==> src/rtl/sw_pkg.sv <==
// Shared types and helpers for the switch output-port scheduler.
package sw_pkg;

  typedef enum logic [1:0] {IDLE, GRANT, XFER, LAST} state_t;

  localparam int MAX_REQ = 8;

  // Round-robin winner: first requester at or after ptr, wrapping modulo n.
  function automatic logic [2:0] rr_pick(input logic [MAX_REQ-1:0] req,
                                         input int unsigned ptr,
                                         input int unsigned n);
    logic       found;
    logic [2:0] idx;
    rr_pick = 3'(ptr);
    found   = 1'b0;
    for (int unsigned i = 0; i < MAX_REQ; i++) begin
      idx = 3'((ptr + i) % n);
      if (!found && (i < n) && req[idx]) begin
        rr_pick = idx;
        found   = 1'b1;
      end
    end
  endfunction

endpackage

==> src/rtl/sw_rr_arbiter.sv <==
// Combinational round-robin pick; the pointer is owned by the parent.
module sw_rr_arbiter
  import sw_pkg::*;
#(
  parameter int NUM_REQ = 4,
  parameter int SEL_W   = $clog2(NUM_REQ)
) (
  input  logic [NUM_REQ-1:0] req,
  input  logic [SEL_W-1:0]   rr_ptr,
  output logic [SEL_W-1:0]   winner,
  output logic               any
);

  logic [MAX_REQ-1:0] req_ext;

  always_comb begin
    req_ext                = '0;
    req_ext[NUM_REQ-1:0]   = req;
  end

  assign winner = SEL_W'(rr_pick(req_ext, 32'(rr_ptr), 32'(NUM_REQ)));
  assign any    = |req;

endmodule

==> src/rtl/sw_out_arbiter.sv <==
// Egress scheduler: packet-granular round-robin over NUM_REQ FIFOs, framing with valid/sop/eop.
module sw_out_arbiter
  import sw_pkg::*;
#(
  parameter int NUM_REQ = 4,
  parameter int W_WIDTH = 8
) (
  input  logic                       clk,
  input  logic                       rst_n,
  input  logic [NUM_REQ-1:0]         req,
  input  logic [NUM_REQ*W_WIDTH-1:0] req_len,
  input  logic [NUM_REQ*W_WIDTH-1:0] fifo_data,
  input  logic                       out_ready,
  output logic [NUM_REQ-1:0]         rd_en,
  output logic [NUM_REQ-1:0]         gnt,
  output logic [W_WIDTH-1:0]         data_out,
  output logic                       data_valid,
  output logic                       sop,
  output logic                       eop,
  output logic                       len_err
);

  localparam int SEL_W = $clog2(NUM_REQ);

  state_t               state_ff, state_nxt;
  logic [SEL_W-1:0]     sel_ff, sel_nxt;
  logic [SEL_W-1:0]     rr_ptr_ff, rr_ptr_nxt;
  logic [W_WIDTH-1:0]   cnt_ff, cnt_nxt;
  logic                 first_ff, first_nxt;
  logic                 dv_ff, sop_ff, eop_ff;
  logic [SEL_W-1:0]     winner;
  logic                 any;
  logic [W_WIDTH-1:0]   len_arr  [NUM_REQ];
  logic [W_WIDTH-1:0]   data_arr [NUM_REQ];

  always_comb begin
    for (int unsigned i = 0; i < NUM_REQ; i++) begin
      len_arr[i]  = req_len[i*W_WIDTH +: W_WIDTH];
      data_arr[i] = fifo_data[i*W_WIDTH +: W_WIDTH];
    end
  end

  sw_rr_arbiter #(
    .NUM_REQ (NUM_REQ),
    .SEL_W   (SEL_W)
  ) u_rr (
    .req    (req),
    .rr_ptr (rr_ptr_ff),
    .winner (winner),
    .any    (any)
  );

  // Winner, pointer and length are captured on entry to GRANT so req changes afterwards are ignored.
  always_comb begin
    state_nxt  = state_ff;
    sel_nxt    = sel_ff;
    rr_ptr_nxt = rr_ptr_ff;
    cnt_nxt    = cnt_ff;
    first_nxt  = first_ff;
    gnt        = '0;
    rd_en      = '0;
    len_err    = 1'b0;
    case (state_ff)
      IDLE: begin
        if (any) begin
          state_nxt  = GRANT;
          sel_nxt    = winner;
          cnt_nxt    = len_arr[winner];
          rr_ptr_nxt = (winner == SEL_W'(NUM_REQ - 1)) ? '0 : winner + 1'b1;
        end
      end
      GRANT: begin
        gnt       = NUM_REQ'(1) << sel_ff;
        first_nxt = 1'b1;
        if (cnt_ff == '0) begin
          len_err   = 1'b1;
          state_nxt = IDLE;
        end else begin
          state_nxt = XFER;
        end
      end
      XFER: begin
        gnt = NUM_REQ'(1) << sel_ff;
        if (out_ready) begin
          rd_en     = NUM_REQ'(1) << sel_ff;
          cnt_nxt   = cnt_ff - 1'b1;
          first_nxt = 1'b0;
          if (cnt_ff == W_WIDTH'(1)) state_nxt = LAST;
        end
      end
      LAST: begin
        gnt       = NUM_REQ'(1) << sel_ff;
        state_nxt = IDLE;
      end
      default: state_nxt = IDLE;
    endcase
  end

  always_ff @(posedge clk or negedge rst_n) begin
    if (!rst_n) begin
      state_ff  <= IDLE;
      sel_ff    <= '0;
      rr_ptr_ff <= '0;
      cnt_ff    <= '0;
      first_ff  <= 1'b0;
      dv_ff     <= 1'b0;
      sop_ff    <= 1'b0;
      eop_ff    <= 1'b0;
    end else begin
      state_ff  <= state_nxt;
      sel_ff    <= sel_nxt;
      rr_ptr_ff <= rr_ptr_nxt;
      cnt_ff    <= cnt_nxt;
      first_ff  <= first_nxt;
      dv_ff     <= |rd_en;
      sop_ff    <= (|rd_en) & first_ff;
      eop_ff    <= (|rd_en) & (cnt_ff == W_WIDTH'(1));
    end
  end

  // FIFO data arrives one cycle after rd_en, aligned with the delayed valid.
  assign data_valid = dv_ff;
  assign sop        = sop_ff;
  assign eop        = eop_ff;
  assign data_out   = dv_ff ? data_arr[sel_ff] : '0;

endmodule

==> config.mk <==
export PLATFORM = sky130hd
export DESIGN_NAME = sw_out_arbiter
export DESIGN_NICKNAME = d
export VERILOG_FILES = /design/src/rtl/sw_pkg.sv /design/src/rtl/sw_rr_arbiter.sv /design/src/rtl/sw_out_arbiter.sv
export SDC_FILE = /design/constraint.sdc
export NUM_CORES = 1
export LEC_CHECK = 0
export ABC_AREA = 1
export BUFFER_PORTS_ARGS = -buffer_cell sky130_fd_sc_hd__buf_2
export CORE_MARGIN = 5
export CORE_UTILIZATION = 47
export DETAILED_ROUTE_END_ITERATION = 6
export PLACE_DENSITY_LB_ADDON = 0.3
export SETUP_SLACK_MARGIN = 0.2
export SYNTH_ARGS = -nofsm -noshare
export SYNTH_HDL_FRONTEND = slang
export SYNTH_SLANG_ARGS = --single-unit
==> constraint.sdc <==
create_clock -name clk -period 2.4 [get_ports clk]
set_input_delay 0.36 -clock clk [delete_from_list [all_inputs] [get_ports clk]]
set_output_delay 0.36 -clock clk [all_outputs]
set_load 0.03 [all_outputs]
==> run_results.csv <==
group,metric,value,unit
outcome,outcome,"completed",
clock_tree,cts_tree,"done",
clock_tree,clk_path_buf_depth,2,
die,die_h,73.9,µm
die,core_area,3970,µm²
synth,yosys_warnings,0,
cells_and_area,fillers,375,
timing,max-slew-margin-rel,0.730,
global_routing,grt_overflow,0,
die,initial_core_util,0.483,
global_routing,grt_pass1_wl,8560,µm
worst_setup_path,cp_slowest_stage_delay,0.52,ns
die,rows,23,
die,io_pins,91,
place,io_buffers,90,
detailed_routing,drt-initial-drc-count,101,
global_routing,grtUsageTotal,0.193,
timing,setup_ws,0.351,ns
power_and_ir_drop,power.share.sequential,0.171,
worst_setup_path,slowest_stage,"dfrtp_1",
clock_tree,numCtsBuffers,3,
detailed_routing,dr.pass1.iters,4,
worst_setup_path,worst_setup_path_end_kind,"output port",
cells_and_area,fin_area,2480,µm²
timing,finalCritPeriodShare,0.854,
synth,synth_edf_count,0,
synth,synth_seq_area_share,0.235,
detailed_routing,ant_nets,0,
detailed_routing,drc,0,
power_and_ir_drop,power_density,1400,nW/µm²
die,die_area,5460,µm²
power_and_ir_drop,power_frac_comb,0.769,
cells_and_area,final_common_cell,"buf_2",
clock_tree,cts-root-buf,"clkbuf_8",
cells_and_area,syn2layout_area_growth,29.2,%
global_routing,grt_pass1_vias,2092,
timing,tightest_slew,0.405,ns
global_routing,antenna_found_initial,0,
detailed_routing,vias,2277,
worst_setup_path,cp_num_buf_inv,2,
worst_setup_path,required,2.04,ns
clock_tree,clk_pin_slew,0.06,ns
worst_setup_path,worstPathArrival,1.69,ns
clock_tree,cts_max_level,1,
power_and_ir_drop,power.switching,0.00200,W
worst_setup_path,worstSetupPathType,"flip-flop to output port",
synth,synthArstFlopShare,1.00,
timing,report.final.slew_viol_count,0,
power_and_ir_drop,irDropWorstVdd,0.737,mV
cells_and_area,num_antenna_cells,0,
synth,synth_ff_type,"dfrtp_1",
global_routing,grt_max_degree,21,
worst_setup_path,path_cells,"nor2_2 > buf_4 > a22oi_1 > a31oi_1 > buf_2",
synth,ys_seq_elements,18,
hold_path,hold_class,"input port to async pin",
cells_and_area,final_cell_mix,"buf_2, nand2_1, nand3_1",
job,max-cap-violations,0,
worst_setup_path,path_max_fanout,11,
clock_tree,clk_latency,0.25,ns
place,hpwl,4170,µm
synth,synth.avg_cell_area,6.07,µm²
cells_and_area,drive_gt1_frac,0.319,
cells_and_area,fin_nets,481,
clock_tree,post_cts_buffers,0,
place,gp_congestion,0.850,
cells_and_area,layout.cells.non_filler,455,
timing,skew,0.00120,ns
timing,period_needed,2.05,ns
timing,tns,0,ns
timing,rsz0062_at_grt,"false",
power_and_ir_drop,pwr-share-clk,0.060,
detailed_routing,wl_per_cell,11.4,µm
place,dp_slack,0.342,ns
detailed_routing,viasPerCell,5.00,
detailed_routing,drt_wl_total,5210,µm
worst_setup_path,r2r_slack,0.41,ns
clock_tree,cts.sinks,18,
timing,finalSetupViolations,0,
die,fp.dieW,73.9,µm
timing,hold_viol,0,
synth,yosysUniqueCellTypes,29,
synth,synthesis.area,1920,µm²
place,placed_area,2420,µm²
power_and_ir_drop,intPower,0.00147,W
worst_setup_path,crit_family,"flip-flops",
place,dp.cells,452,
power_and_ir_drop,leakagePower,1.45,nW
worst_setup_path,critPathLaunchType,"flip-flop",
synth,synthCells,316,
power_and_ir_drop,sw_frac_of_total,0.577,
synth,syn_nets,390,
timing,fmax,488,MHz
-- worst register-to-register path: stages, from the launching register on --
cell and delay [ns]:
dfrtp_1 0.39, buf_4 0.19, nand2_1 0.08, nand2_1 0.07
o21ai_0 0.18, nand2_1 0.09, inv_2 0.11, nand3_4 0.21
nand2_8 0.21, nand2_1 0.07, nand2_1 0.08, nand2_1 0.06
nand3_1 0.08, a21oi_1 0.07
-- stage by stage --
stage          hold WS (ns)  total power [W]   util
2_1_floorplan        0.0644          0.00271      -
3_3_place_gp          0.309          0.00316  0.609
3_5_place_dp          0.313          0.00321  0.609
4_1_cts              0.0391          0.00344  0.620
5_1_grt              0.0671          0.00386  0.624
6_report             0.0302          0.00347  0.624
-- cell usage after synthesis, types with 3 or more instances --
cell type / n / share of area
ha_1: 3 / 0.020
inv_2: 6 / 0.012
inv_1: 44 / 0.086
nor2_1: 29 / 0.057
nor3_1: 4 / 0.010
nand2_2: 11 / 0.036
a21oi_1: 10 / 0.026
nand2_4: 3 / 0.018
a22oi_1: 8 / 0.031
nand3_1: 56 / 0.15
buf_2: 3 / 0.0078
nand2_1: 82 / 0.16
clkbuf_1: 5 / 0.0098
a31oi_1: 8 / 0.026
dfrtp_1: 18 / 0.23
xnor2_1: 3 / 0.014
o21ai_0: 7 / 0.018
-- layer usage --
| layer | vias up | GRT usage | part of all wire |
|---|---|---|---|
| li1 | 1194 | - | - |
| met1 | 991 | 0.256 | 0.44 |
| met2 | 83 | 0.318 | 0.46 |
| met3 | 9 | 0.0205 | 0.082 |
| met4 | 0 | 0.0744 | 0.018 |
| met5 | - | 0 | 0 |
-- worst paths after layout --
kind | end | startpoint | cells after the start
setup reg to reg | cnt_ff[5] | rr_ptr_ff[0] | 13
hold reg to reg | sop | first_ff | 2
setup / recovery | data_out[6] | sel_ff[0] | 5
min in group clk | data_valid | out_ready | 3
hold / removal | sop | rst_n | 1
max in group asynchronous | sel_ff[0] | rst_n | 1
-- power by group through the flow --
stage	clock (W)	sequential [W]	combinational, W
detailed placement	0	0.000593	0.00262
floorplan	0	0.000566	0.00214
global placement	0	0.000585	0.00257
CTS	0.000212	0.000588	0.00264
finish	0.000207	0.000595	0.00267
global route	0.000226	0.000616	0.00302
-- repair_timing --
| item | 4_1_cts | 5_1_grt |
|---|---|---|
| endpoints found under the hold margin | 0 | 0 |
| gates resized for setup | 0 | 4 |
| endpoints found under the setup margin | 0 | 12 |
| hold buffers | 0 | 0 |
-- registers in the layout (all words and copies together), names as in the netlist, named ones only --
register	cells
data_valid	1
sel_ff	2
sop	1
state_ff	1
eop	1
rr_ptr_ff	2
cnt_ff	8
first_ff	1
-- area by class of cell --
cell class / instances / area, µm² / share of cell area
well taps: 50 / 62.6 / 0.0253
multi-input cells: 237 / 1230 / 0.496
clock buffers: 3 / 41.3 / 0.0167
inverters: 50 / 190 / 0.0768
repair buffers: 97 / 503 / 0.203
flip-flops and latches: 18 / 450 / 0.182
-- kinds of logic after synthesis --
family,count (synthesis),synth area share
adders and majority gates,3,0.0196
and+or+nand+nor,193,0.478
DFF,18,0.235
xor gates and xnor gates,5,0.0228
buffers and inverters,61,0.131
AOI/OAI and AO/OA,36,0.114
Note: power is estimated with default switching activity, not from simulation.
